## src/rtl/sram_port_arbiter_pkg.sv

```systemverilog
// Shared constants and types for the SRAM port arbiter.
// Latency: n/a (declarations only).
// Backpressure: n/a.
package sram_arb_pkg;

  localparam int ADDR_W  = 12;
  localparam int DATA_W  = 16;
  localparam int MAX_REQ = 4;

  // Requester index; two bits cover MAX_REQ requesters.
  typedef logic [1:0] id_t;

  // One entry of the read-tag pipeline: which requester owns the read in flight.
  typedef struct packed {
    logic valid;
    id_t  id;
  } tag_t;

endpackage

```

## src/rtl/sram_port_arbiter_if.sv

```systemverilog
// Requester-side bundle of the SRAM port arbiter: request bus plus read-response return.
// Latency: n/a (wiring only).
// Backpressure: req_ready grants one requester per cycle; rsp_* has no backpressure.
// Ports: req_valid/req_we/req_addr/req_wdata (flattened per requester) from requesters,
//        req_ready (one-hot-or-zero), rsp_valid (one-hot-or-zero), rsp_data back to requesters.
interface sram_port_arbiter_if #(
  parameter int N_REQ  = 2,
  parameter int ADDR_W = sram_arb_pkg::ADDR_W,
  parameter int DATA_W = sram_arb_pkg::DATA_W
);

  logic [N_REQ-1:0]        req_valid;
  logic [N_REQ-1:0]        req_we;
  logic [N_REQ*ADDR_W-1:0] req_addr;
  logic [N_REQ*DATA_W-1:0] req_wdata;
  logic [N_REQ-1:0]        req_ready;
  logic [N_REQ-1:0]        rsp_valid;
  logic [DATA_W-1:0]       rsp_data;

  // Requester side drives requests and consumes grants/responses.
  modport master (
    output req_valid, req_we, req_addr, req_wdata,
    input  req_ready, rsp_valid, rsp_data
  );

  // Arbiter side.
  modport slave (
    input  req_valid, req_we, req_addr, req_wdata,
    output req_ready, rsp_valid, rsp_data
  );

endinterface

```

## src/rtl/sram_port_arbiter_rr_pick.sv

```systemverilog
// Round-robin winner selection: first valid requester scanning upward from ptr with wrap.
// Latency: purely combinational.
// Backpressure: none; grant is one-hot when any valid is set, otherwise zero.
// Ports: valid (per-requester request), ptr (scan start) -> grant (one-hot), winner_id.
module rr_pick #(
  parameter int N_REQ = 2
) (
  input  logic [N_REQ-1:0]  valid,
  input  sram_arb_pkg::id_t ptr,
  output logic [N_REQ-1:0]  grant,
  output sram_arb_pkg::id_t winner_id
);

  import sram_arb_pkg::*;

  logic       w_found;
  logic [2:0] w_idx;

  always_comb begin
    w_found   = 1'b0;
    winner_id = '0;
    w_idx     = '0;
    for (int k = 0; k < N_REQ; k++) begin
      // Candidate index ptr+k, wrapped into 0..N_REQ-1 (ptr+k < 2*N_REQ).
      w_idx = {1'b0, ptr} + 3'(k);
      if (w_idx >= 3'(N_REQ)) begin
        w_idx = w_idx - 3'(N_REQ);
      end
      // Constant-index lookup keeps the select free of variable bit indexing.
      for (int i = 0; i < N_REQ; i++) begin
        if (!w_found && valid[i] && (w_idx == 3'(i))) begin
          w_found   = 1'b1;
          winner_id = id_t'(i);
        end
      end
    end
  end

  always_comb begin
    grant = '0;
    for (int i = 0; i < N_REQ; i++) begin
      grant[i] = w_found && (winner_id == id_t'(i));
    end
  end

endmodule

```

## src/rtl/sram_port_arbiter.sv

```systemverilog
// Round-robin arbiter sharing one single-port SRAM among N_REQ requesters, routing read data back.
// Latency: accept in cycle N -> SRAM pins N+1 -> rsp_valid/rsp_data N+3; one access per cycle.
// Backpressure: req_ready is the grant (gated by arb_en and reset); responses cannot be stalled.
// Ports: clk, reset (sync, active-high), arb_en, req_if (requester bundle), arb_busy,
//        sram_read_data in; sram_we, sram_read_addr, sram_write_addr, sram_write_data out (registered).
module sram_port_arbiter #(
  parameter int N_REQ  = 2,
  parameter int ADDR_W = sram_arb_pkg::ADDR_W,
  parameter int DATA_W = sram_arb_pkg::DATA_W
) (
  input  logic               clk,
  input  logic               reset,
  input  logic               arb_en,
  sram_port_arbiter_if.slave req_if,
  output logic               arb_busy,
  input  logic [DATA_W-1:0]  sram_read_data,
  output logic               sram_we,
  output logic [ADDR_W-1:0]  sram_read_addr,
  output logic [ADDR_W-1:0]  sram_write_addr,
  output logic [DATA_W-1:0]  sram_write_data
);

  import sram_arb_pkg::*;

  logic [N_REQ-1:0]  w_grant;
  id_t               w_winner;
  id_t               w_ptr_nxt;
  logic              w_accept;
  logic              w_sel_we;
  logic [ADDR_W-1:0] w_sel_addr;
  logic [DATA_W-1:0] w_sel_wdata;
  logic [N_REQ-1:0]  w_rsp_onehot;

  id_t               r_ptr;
  tag_t              r_tag1;
  tag_t              r_tag2;
  logic              r_sram_we;
  logic [ADDR_W-1:0] r_sram_raddr;
  logic [ADDR_W-1:0] r_sram_waddr;
  logic [DATA_W-1:0] r_sram_wdata;
  logic [N_REQ-1:0]  r_rsp_vld;
  logic [DATA_W-1:0] r_rsp_dat;

  rr_pick #(.N_REQ(N_REQ)) u_rr_pick (
    .valid     (req_if.req_valid),
    .ptr       (r_ptr),
    .grant     (w_grant),
    .winner_id (w_winner)
  );

  // Grant is combinational off req_valid; suppressed while disabled or in reset.
  assign req_if.req_ready = (arb_en && !reset) ? w_grant : '0;
  assign w_accept         = |(req_if.req_valid & req_if.req_ready);
  assign w_ptr_nxt        = (w_winner == id_t'(N_REQ - 1)) ? '0 : w_winner + 2'd1;

  // Mux the winning requester's command.
  always_comb begin
    w_sel_we    = 1'b0;
    w_sel_addr  = '0;
    w_sel_wdata = '0;
    for (int i = 0; i < N_REQ; i++) begin
      if (w_winner == id_t'(i)) begin
        w_sel_we    = req_if.req_we[i];
        w_sel_addr  = req_if.req_addr[i*ADDR_W +: ADDR_W];
        w_sel_wdata = req_if.req_wdata[i*DATA_W +: DATA_W];
      end
    end
  end

  always_comb begin
    w_rsp_onehot = '0;
    for (int i = 0; i < N_REQ; i++) begin
      w_rsp_onehot[i] = (r_tag2.id == id_t'(i));
    end
  end

  always_ff @(posedge clk) begin
    if (reset) begin
      r_ptr        <= '0;
      r_tag1       <= '0;
      r_tag2       <= '0;
      r_sram_we    <= 1'b0;
      r_sram_raddr <= '0;
      r_sram_waddr <= '0;
      r_sram_wdata <= '0;
      r_rsp_vld    <= '0;
      r_rsp_dat    <= '0;
    end else begin
      r_sram_we <= w_accept && w_sel_we;
      if (w_accept) begin
        r_ptr <= w_ptr_nxt;
        // Only the bus used by this access moves; the other holds its last value.
        if (w_sel_we) begin
          r_sram_waddr <= w_sel_addr;
          r_sram_wdata <= w_sel_wdata;
        end else begin
          r_sram_raddr <= w_sel_addr;
        end
      end
      // Stage 1 lines up with the address on the pins, stage 2 with sram_read_data.
      r_tag1.valid <= w_accept && !w_sel_we;
      r_tag1.id    <= w_winner;
      r_tag2       <= r_tag1;
      r_rsp_vld    <= r_tag2.valid ? w_rsp_onehot : '0;
      if (r_tag2.valid) begin
        r_rsp_dat <= sram_read_data;
      end
    end
  end

  assign sram_we          = r_sram_we;
  assign sram_read_addr   = r_sram_raddr;
  assign sram_write_addr  = r_sram_waddr;
  assign sram_write_data  = r_sram_wdata;
  assign req_if.rsp_valid = r_rsp_vld;
  assign req_if.rsp_data  = r_rsp_dat;
  assign arb_busy         = (|req_if.req_valid) | r_tag1.valid | r_tag2.valid;

endmodule

```

## src/flat_wrapper.sv

```systemverilog
// flat-port wrapper written by rule: the top's interface ports become plain ports
module sram_port_arbiter_flat import sram_arb_pkg::*;
#(
  parameter int N_REQ  = 2,
  parameter int ADDR_W = sram_arb_pkg::ADDR_W,
  parameter int DATA_W = sram_arb_pkg::DATA_W
)
  (clk, reset, arb_en, arb_busy, sram_read_data, sram_we, sram_read_addr, sram_write_addr, sram_write_data, req_if_req_valid, req_if_req_we, req_if_req_addr, req_if_req_wdata, req_if_req_ready, req_if_rsp_valid, req_if_rsp_data);
  sram_port_arbiter_if #(.N_REQ(N_REQ), .ADDR_W(ADDR_W), .DATA_W(DATA_W)) req_if_i ();
  input  logic clk;
  input  logic reset;
  input  logic arb_en;
  output logic arb_busy;
  input  logic [DATA_W-1:0] sram_read_data;
  output logic sram_we;
  output logic [ADDR_W-1:0] sram_read_addr;
  output logic [ADDR_W-1:0] sram_write_addr;
  output logic [DATA_W-1:0] sram_write_data;
  input wire logic [$bits(req_if_i.req_valid)-1:0] req_if_req_valid;
  input wire logic [$bits(req_if_i.req_we)-1:0] req_if_req_we;
  input wire logic [$bits(req_if_i.req_addr)-1:0] req_if_req_addr;
  input wire logic [$bits(req_if_i.req_wdata)-1:0] req_if_req_wdata;
  output wire logic [$bits(req_if_i.req_ready)-1:0] req_if_req_ready;
  output wire logic [$bits(req_if_i.rsp_valid)-1:0] req_if_rsp_valid;
  output wire logic [$bits(req_if_i.rsp_data)-1:0] req_if_rsp_data;
  assign req_if_i.req_valid = req_if_req_valid;
  assign req_if_i.req_we = req_if_req_we;
  assign req_if_i.req_addr = req_if_req_addr;
  assign req_if_i.req_wdata = req_if_req_wdata;
  assign req_if_req_ready = req_if_i.req_ready;
  assign req_if_rsp_valid = req_if_i.rsp_valid;
  assign req_if_rsp_data = req_if_i.rsp_data;
  sram_port_arbiter #(.N_REQ(N_REQ), .ADDR_W(ADDR_W), .DATA_W(DATA_W)) u_core (.clk(clk), .reset(reset), .arb_en(arb_en), .req_if(req_if_i), .arb_busy(arb_busy), .sram_read_data(sram_read_data), .sram_we(sram_we), .sram_read_addr(sram_read_addr), .sram_write_addr(sram_write_addr), .sram_write_data(sram_write_data));
endmodule
```

## config.mk

```make
export PLATFORM = sky130hd
export DESIGN_NAME = sram_port_arbiter_flat
export DESIGN_NICKNAME = d
export VERILOG_FILES = /design/src/rtl/sram_port_arbiter_pkg.sv /design/src/rtl/sram_port_arbiter_if.sv /design/src/rtl/sram_port_arbiter_rr_pick.sv /design/src/rtl/sram_port_arbiter.sv /design/src/flat_wrapper.sv
export SDC_FILE = /design/constraint.sdc
export NUM_CORES = 1
export LEC_CHECK = 0
export CAP_MARGIN = 20
export CORE_MARGIN = 2
export CORE_UTILIZATION = 37
export DETAILED_ROUTE_END_ITERATION = 10
export PLACE_DENSITY_LB_ADDON = 0.25
export SLEW_MARGIN = 20
export SYNTH_ARGS = -nofsm -noshare
export SYNTH_HDL_FRONTEND = slang
export SYNTH_SLANG_ARGS = --single-unit
```

## constraint.sdc

```tcl
create_clock -name clk -period 1.5 [get_ports clk]
set_input_delay 0.375 -clock clk [delete_from_list [all_inputs] [get_ports clk]]
set_output_delay 0.375 -clock clk [all_outputs]
set_load 0.02 [all_outputs]
```

Word-level counts from Yosys, hierarchy flattened
Cells that the tools add are included.
- add/subtract/negate cells: 4
- magnitude comparators: 2
- eq/ne operators: 4
- muxes and demuxes: 17
- bitwise gates (word level): 5
- reductions and logical operators: 26
- operators by type and width (kind ; number):
    $mux W16 ; 2
    $mux W12 ; 2
    $logic_and A1 B1 Y1 ; 12
    $mux W2 ; 4
    $mux W1 ; 7
    $eq A3 B1 Y1 const B ; 2
    $logic_not A3 Y1 ; 2
    $mux W3 ; 2
    $reduce_or A2 Y1 ; 3
    $logic_not A1 Y1 ; 5
    $eq A2 B1 Y1 const B ; 2
    $logic_not A2 Y1 ; 2
    $reduce_and A2 Y1 ; 2
    $add A2 B1 Y3 const B ; 1
    $ge A3 B2 Y1 const B ; 1
    $sub A2 B2 Y3 const B ; 1
    $sub A3 B2 Y3 const B ; 1
    $add A2 B1 Y2 const B ; 1
    $and A2 B2 Y2 ; 1
    $ge A2 B2 Y1 const B ; 1
    $not A1 Y1 ; 2
    $or A1 B1 Y1 ; 2
- bits in registers: 67
- input port bits: 79
- output and inout port bits: 62
- logic and storage cells: 69

Logic depth before layout (Yosys ltp)
Gate-level depths: netlist of the first run.
- depth after elaboration: 23
- depth in mapped cells: 7
- mapped depth without buffers: 4

Hierarchy
A second synthesis of the first run with hierarchy kept.
- cell total of the unflattened synthesis: 285
- area, all modules: 2972.9 sq um
- by module, submodules not included (module ; times used ; cells an instance ; area an instance (sq um) ; seq. area each (sq um)):
    sram_port_arbiter ; 1 ; 278 ; 2931.6 ; 1341.3
    rr_pick ; 1 ; 7 ; 41.3 ; 0.0

Worst setup path before layout of the first run
No wires, ideal clock.
- path kind: input-to-reg
- start: in reset
- end: reg u_core.r_sram_raddr[11] (netlist: u_core.sram_read_addr[11])
- library setup time: 0.133 ns
- arrival time: 1.378 ns
- setup slack: -0.011 ns
- cell stages on the path: 6
- path buffers: 2
- cell sequence: buf_2 > nor2b_1 > o21ai_0 > nor3_1 > buf_2 > a311oi_1
- longest elaborated chain between the ends: 6
- RTL lines (element ; line ; source):
    from (decl) ; flat_wrapper.sv:11 ; input logic reset;
    $logic_not A1 Y1 ; sram_port_arbiter.sv:52 ; assign req_if.req_ready = (arb_en && !reset) ? w_grant : '0;
    $logic_and A1 B1 Y1 ; sram_port_arbiter.sv:52 ;
    $mux W2 ; sram_port_arbiter.sv:52 ;
    $and A2 B2 Y2 ; sram_port_arbiter.sv:53 ; assign w_accept = |(req_if.req_valid & req_if.req_ready);
    $reduce_or A2 Y1 ; sram_port_arbiter.sv:53 ;
    $reduce_and A2 Y1 (no source line) ; -- ;
    to (signal assigned) ; sram_port_arbiter.sv:97 ; r_sram_raddr <= w_sel_addr;
    to (decl) ; sram_port_arbiter.sv:38 ; logic [ADDR_W-1:0] r_sram_raddr;
Several ways; a longest one is shown, not always the timed one.
A chain may end at the register's enable or synchronous reset.

Final worst setup path of the first run
- start: reg u_core.r_ptr[0]
- end: reg u_core.r_sram_wdata[9] (netlist: u_core.sram_write_data[9])
- longest elaborated chain between the ends: 23
- RTL lines (element ; line ; source):
    from (decl) ; sram_port_arbiter.sv:34 ; id_t r_ptr;
    from (signal assigned) ; sram_port_arbiter.sv:91 ; r_ptr <= w_ptr_nxt;
    $sub A2 B2 Y3 / $ge A2 B2 Y1 (equally long branches) ; sram_port_arbiter_rr_pick.sv:27, sram_port_arbiter_rr_pick.sv:26 ;
    $mux W3 ; sram_port_arbiter_rr_pick.sv:26 ; if (w_idx >= 3'(N_REQ)) begin
    $logic_not A3 Y1 ; sram_port_arbiter_rr_pick.sv:31 ; if (!w_found && valid[i] && (w_idx == 3'(i))) begin
    $logic_and A1 B1 Y1 ; sram_port_arbiter_rr_pick.sv:31 ;
    $mux W1 ; sram_port_arbiter_rr_pick.sv:31 ;
    $logic_not A1 Y1 ; sram_port_arbiter_rr_pick.sv:31 ;
    $logic_and A1 B1 Y1 (2 in a row) ; sram_port_arbiter_rr_pick.sv:31 ;
    $mux W1 ; sram_port_arbiter_rr_pick.sv:31 ;
    (+5 left out) ; -- ;
    $logic_and A1 B1 Y1 (2 in a row) ; sram_port_arbiter_rr_pick.sv:31 ;
    $mux W2 ; sram_port_arbiter_rr_pick.sv:31 ;
    $eq A2 B1 Y1 / $logic_not A2 Y1 (equally long branches) ; sram_port_arbiter_rr_pick.sv:42, sram_port_arbiter.sv:62 ;
    $logic_and A1 B1 Y1 ; sram_port_arbiter_rr_pick.sv:42 ; grant[i] = w_found && (winner_id == id_t'(i));
    $mux W2 ; sram_port_arbiter.sv:52 ;
    $and A2 B2 Y2 ; sram_port_arbiter.sv:53 ;
    $reduce_or A2 Y1 ; sram_port_arbiter.sv:53 ;
    $reduce_and A2 Y1 (no source line) ; -- ;
    to (signal assigned) ; sram_port_arbiter.sv:95 ; r_sram_wdata <= w_sel_wdata;
    to (decl) ; sram_port_arbiter.sv:40 ; logic [DATA_W-1:0] r_sram_wdata;
Several ways; a longest one is shown, not always the timed one.

==> results.md, run 1 <==
* Run status: finished, final reports clean
* Fin. Hold Viols at 0
* Syn Inst Count at 347
* Hold-fix buffers, CTS at 0
* Ant diodes at 0
* Layout Nets at 567
* Power per cell area at 832 nW/µm²
* CTS clk-pin slew, worst paths at 0.07 ns
* DRC viols at 0
* Most frequent cells in the layout: clkdlybuf4s50_1 (72), dfxtp_1 (63), dlygate4sd2_1 (60)
* Post-Layout Cell Count at 594
* Critical path startpoint category: flop
* M2 GR Usage at 33.5%
* Placed cells at 577
* Fin crit period at 1.49 ns
* Worst Setup End Kind: flop
* Vias in the first global route at 2,992
* Worst VDD drop at 365 µV
* Avg Cell Area, Syn at 8.63 µm²
* Longest Clk Path Bufs at 2
* Die height at 94.0 µm
* R2R setup slack at 0.009 ns
* Effective utilization at floorplan at 38.6%
* CP Data Arrival Time at 1.66 ns
* Crit-path max FO at 14
* IO Pins at 141
* DR iter-0 viols at 224
* DR vias/cell at 5.22
* All-Layer GR Usage at 20.4%
* Core Box Area at 7770 µm²
* ANT nets after route at 0
* Cts bufs inserted at 9
* IO buf count at 140
* Met3 Use GR at 4.49%
* Initial antenna violation count at 0
* Gr ovfl total at 0
* Routed Wire Length at 9370 µm
* Post-route clock period utilization at 99.4%
* Global-route wire length before repair at 14,200 µm
* Area grow syn2layout at 66.5%
* WL per Instance at 15.8 µm
* Slowest library cell on the worst path: dfxtp_2
* Root Driver: clkbuf_8
* Clk_skew at 0.00919 ns
* Commonest non-fill, non-tap cell in the layout: clkdlybuf4s50_1
* Post-Syn Nets at 426
* Max Cap Viol at 0
* CTS Sinks at 64
* Max Slew Vio Count at 0
* Die X at 94.0 µm
* Final core utilization at 64.2%
* Cell breakdown of the critical path: nand2b_4 -> buf_6 -> and3_4 -> o21ai_4 -> clkbuf_16 -> a221oi_2
* FF-to-FF Start: u_core.r_ptr[0]
* Setup TNS at 0 ns
* Met1 GRT Util at 25.0%
* Synth unique cells at 27
* Power Total at 4150 µW
* Worst relative slew slack at 46.3%
* LEAKAGE at 0.00202 µW
* Prevailing post-synth register cell: dfxtp_1
* Die ar. at 8830 µm²
* Required time worst endpoint at 1.66 ns
* H-tree Lvls at 3
* Worst Setup Path Type: reg -> reg
* Min-delay worst type: in -> reg
* FF+latch count, synth at 64
* HP Start: reset
* Largest net degree at the start of global routing at 62
* FMAX at 671 MHz
* 1st-pass router iterations at 5
* Post-synth EDFFs at 0
* Detailed Place HPWL at 6420 µm
* Routability cong. at 0.828
* Ys async rst share at 0%
* CTS tree: yes
* Unrepaired setup endpoints after global routing: yes
* # setup viols final at 0
* Synth warn at 0
* Tightest Pin Transition at 0.806 ns
* Clk Latency, worst-skew pair at 0.32 ns
* Most used routing layer: met2
* Launch point of the critical path: u_core.r_ptr[0]
* DR vias at 3,102
* Row cnt at 32
* Netlist Area Pre-Place at 3000 µm²
* Seq/Total Area, Yosys at 42.8%
* Layout cells sized above 1 at 17.7%
* Max incr delay on CP at 0.33 ns
-- flip-flops by register name, indices dropped and copies added, names as in the netlist --
name                     count
u_core.sram_read_addr       12
u_core.req_if.rsp_valid      2
u_core.sram_write_addr      12
u_core.r_tag2                2
u_core.r_ptr                 1
u_core.sram_we               1
u_core.r_tag1                2
u_core.req_if.rsp_data      16
u_core.sram_write_data      16
-- cell type report --
type	count	area, µm²
Fill cell	670	2780
Multi-Input combinational cell	218	1700
Timing Repair Buffer	166	1580
Sequential cell	64	1280
Clock buffer	12	145
Tap cell	102	128
Inverter	29	109
Clock inverter	3	42.5
-- power breakdown --
group | leakage, µW | switching, µW | internal, µW | total [µW]
combinational | 0.00141 | 460 | 462 | 922
sequential | 0.000521 | 35.6 | 1770 | 1810
clock | 0.0000925 | 615 | 803 | 1420
total | 0.00202 | 1110 | 3040 | 4150
-- routing by layer --
metal / wire length (µm) / share of wire (%)
met1: 3860 / 41
met2: 4650 / 50
met3: 674 / 7.2
met4: 197 / 2.1
met5: 0 / 0
-- stage by stage --
stage / instance area (µm²) / setup slack [ns] / hold WS (ns)
3_5_place_dp: 4580 / -0.740 / 0.405
6_report: 4990 / 0.00904 / 0.303
4_1_cts: 4770 / -0.00309 / 0.285
3_3_place_gp: 4580 / -0.651 / 0.395
5_1_grt: 4990 / -0.0404 / 0.300
2_1_floorplan: 3000 / 0.00381 / 0.388
-- critical path, delay by kind of cell (launching register included) --
family          cells  cell delay, ns
flops               1            0.33
simple gates        2            0.33
buf+inv             2            0.38
compound gates      2            0.29
-- logic make-up after synthesis --
group,Yosys count,share of synthesized area (%)
and+or+nand+nor,116,23.1
muxes,16,5.35
DFF,64,42.8
buffers and inverters,65,8.86
AOI/OAI and AO/OA,86,20.0
-- Yosys cell counts, drive strengths merged (2+ instances only) --
master  instances  share of area (%)
nor2b           3               0.63
clkbuf         20                2.5
dfxtp          64                 43
a311oi         13                4.0
nand2b         30                6.8
buf            16                2.7
and3            2               0.42
a21oi          13                2.2
mux2i          16                5.3
nand2          27                3.4
nor2           22                2.8
inv            29                3.6
a221oi         28                8.2
o21ai          30                5.0
nand4b         28                8.2
-- what timing repair did --
item,4_1_cts,5_1_grt
resized for setup,97,42
endpoints found under the hold margin,0,0
pin swaps,3,16
setup endpoints to repair,104,42
buffers inserted,0,0
gates cloned,1,1
-- path summary, 6_finish.rpt --
kind	to	cells past startpoint
min	u_core.r_ptr[0]	2
max	u_core.sram_write_data[9]	6
max reg2reg	u_core.sram_write_data[9]	6
min reg2reg	u_core.req_if.rsp_valid[0]	1
No activity file was read; power rests on OpenSTA's default activity.
==> run 2: changes to the inputs <==
--- a/config.mk
+++ b/config.mk
@@ -5,11 +5,12 @@
 export SDC_FILE = /design/constraint.sdc
 export NUM_CORES = 1
 export LEC_CHECK = 0
-export CAP_MARGIN = 20
+export CAP_MARGIN = 5
 export CORE_MARGIN = 2
-export CORE_UTILIZATION = 37
+export CORE_UTILIZATION = 44
 export DETAILED_ROUTE_END_ITERATION = 10
 export PLACE_DENSITY_LB_ADDON = 0.25
+export RECOVER_POWER = 25
 export SLEW_MARGIN = 20
 export SYNTH_ARGS = -nofsm -noshare
 export SYNTH_HDL_FRONTEND = slang
==> constraint.sdc (replaced) <==
create_clock -name clk -period 1.8 [get_ports clk]
set_input_delay 0.45 -clock clk [delete_from_list [all_inputs] [get_ports clk]]
set_output_delay 0.45 -clock clk [all_outputs]
set_load 0.02 [all_outputs]
==> results.md, run 2 (same netlist as run 1, synthesis figures left out) <==
* # setup viols final at 0 (unchanged)
* Most frequent cells in the layout: clkdlybuf4s50_1 (130), dfxtp_1 (64), inv_1 (29), o21ai_0 (29), buf_4 (29) (was clkdlybuf4s50_1 (72), dfxtp_1 (63), dlygate4sd2_1 (60))
* FMAX at 571 MHz
* Crit-path max FO at 2 (was 14)
* ANT nets after route at 0 (unchanged)
* Max Slew Vio Count at 0 (unchanged)
* Run status: finished, final reports clean (unchanged)
* Worst Setup Path Type: reg -> out (was reg -> reg)
* Fin. Hold Viols at 0 (unchanged)
* Design area at 4740 µm² (was 4990 µm²)
* CP Data Arrival Time at 1.30 ns (was 1.66 ns)
* Tightest Pin Transition at 1.23 ns (was 0.806 ns)
* # fillers at 550 (was 670)
* IO Pins at 141 (unchanged)
* Clk Latency, worst-skew pair at 0.33 ns (was 0.32 ns)
* DR iter-0 viols at 173 (was 224)
* Clk_skew at 0.00530 ns (was 0.00919 ns)
* Layout cells sized above 1 at 11.3% (was 17.7%)
* 1st-pass router iterations at 5 (unchanged)
* WL per Instance at 15.8 µm (about the same)
* Max incr delay on CP at 0.63 ns (was 0.33 ns)
* HP Start: u_core.r_tag2[0] (was reset)
* Die ar. at 7480 µm² (was 8830 µm²)
* Worst relative slew slack at 17.7% (was 46.3%)
* Worst Setup End Kind: primary output (was flop)
* DP Area at 4560 µm² (was 4580 µm²)
* Power per cell area at 734 nW/µm² (was 832 nW/µm²)
* Placed cells at 560 (was 577)
* Root Driver: clkbuf_8 (unchanged)
* IO buf count at 140 (unchanged)
* Worst VDD drop at 426 µV (was 365 µV)
* Core Box Area at 6680 µm² (was 7770 µm²)
* FF-to-FF Start: u_core.r_ptr[0] (unchanged)
* Layout Nets at 570 (was 567)
* Hold EP: u_core.req_if.rsp_valid[0] (was u_core.r_ptr[0])
* Die height at 86.5 µm (was 94.0 µm)
* DR vias at 3,156 (was 3,102)
* Slowest library cell on the worst path: clkdlybuf4s50_1 (was dfxtp_2)
* CTS Sinks at 64 (unchanged)
* Die X at 86.5 µm (was 94.0 µm)
* Initial antenna violation count at 0 (unchanged)
* Setup WS post-layout at 0.0482 ns (was 0.00904 ns)
* Cell count along the critical path at 1 (was 6)
* Detailed Place HPWL at 6420 µm (about the same)
* Cell breakdown of the critical path: clkdlybuf4s50_1 (was nand2b_4 -> buf_6 -> and3_4 -> o21ai_4 -> clkbuf_16 -> a221oi_2)
* All-Layer GR Usage at 24.7% (was 20.4%)
* Cts bufs inserted at 9 (unchanged)
* Required time worst endpoint at 1.35 ns (was 1.66 ns)
* Largest net degree at the start of global routing at 63 (was 62)
* R2R setup slack at 0.17 ns (was 0.009 ns)
* Area grow syn2layout at 58.3% (was 66.5%)
* LEAKAGE at 0.00172 µW (was 0.00202 µW)
* Post-place setup slack at -0.621 ns (was -0.740 ns)
* Routability cong. at 0.779 (was 0.828)
* DRC viols at 0 (unchanged)
* Post-Layout Cell Count at 576 (was 594)
* CTS tree: yes (unchanged)
* Vias in the first global route at 3,074 (was 2,992)
* Hold-fix buffers, CTS at 0 (unchanged)
* Row cnt at 30 (was 32)
* Unrepaired setup endpoints after global routing: no (was yes)
* CTS clk-pin slew, worst paths at 0.07 ns (about the same)
* Fin crit period at 1.75 ns
* Critical path startpoint category: flop (unchanged)
* Routed Wire Length at 9090 µm (was 9370 µm)
* DR vias/cell at 5.48 (was 5.22)
* Gr ovfl total at 0 (unchanged)
* Effective utilization at floorplan at 44.8% (was 38.6%)
* Commonest non-fill, non-tap cell in the layout: clkdlybuf4s50_1 (unchanged)
* Ant diodes at 0 (unchanged)
* Post-route clock period utilization at 97.3%
* Worst R2R Path Depth at 6 (unchanged)
* Hold Worst Slack at 0.408 ns (was 0.303 ns)
* Min-delay worst type: reg -> reg (was in -> reg)
* Hold path depth at 1 (was 2)
* Crit Reg-Reg Endpoint: u_core.sram_write_addr[1] (was u_core.sram_write_data[9])
* Global-route wire length before repair at 14,500 µm (was 14,200 µm)
* Longest Clk Path Bufs at 2 (unchanged)
* Launch point of the critical path: u_core.sram_read_addr[3] (was u_core.r_ptr[0])
* Buf/Inv on CP at 1 (was 2)
* CP top delay family: buffers and inverters (unchanged)
* Max Cap Viol at 0 (unchanged)
* H-tree Lvls at 3 (unchanged)
[run 2: metal layers]
| layer | vias to the layer above | track usage [%] | share of wire, % |
|---|---|---|---|
| li1 | 1522 | - | - |
| met3 | 11 | 6.95 | 7.6 |
| met4 | 0 | 9.52 | 1.3 |
| met2 | 138 | 43.2 | 50 |
| met1 | 1485 | 28.4 | 41 |
| met5 | - | 0 | 0 |
[run 2: how the worst max path moves through the flow]
stage,endpoint
2_1_floorplan,req_if_req_ready[1]
3_3_place_gp,req_if_req_ready[0]
3_5_place_dp,req_if_req_ready[0]
4_1_cts,sram_read_addr[2]
5_1_grt,arb_busy
6_report,sram_read_addr[3]
[run 2: cell type report]
class / instances / area (µm²) / area share [%]
clock buffers: 10 / 138 / 2.90
clock inverters: 6 / 68.8 / 1.45
inverters: 29 / 109 / 2.30
multi-input cells: 218 / 1470 / 30.9
flip-flops and latches: 64 / 1280 / 27.0
well taps: 80 / 100 / 2.11
repair buffers: 169 / 1580 / 33.3
[run 2: stage by stage]
stage | setup TNS, ns | utilization, % | power [µW]
after detailed placement | -16.52 | 68.3 | 2260
after global placement | -15.40 | 68.3 | 2250
after floorplan | 0 | - | 1870
final | 0 | 71.0 | 3480
after global routing | 0 | 71.0 | 3640
after CTS | 0 | 71.4 | 3520
[run 2: where the power goes]
part	internal, µW	total, µW	switching (µW)
Clock	681	1260	575
Sequential	1480	1510	29.4
Combinational	379	718	340
Total	2540	3480	944
[run 2: what timing repair did]
item                                    CTS  global route
pin swaps                                 1             1
endpoints found under the setup margin   38             5
hold endpoints to repair                  0             0
gates resized for setup                  14             6
buffers inserted                          0             0
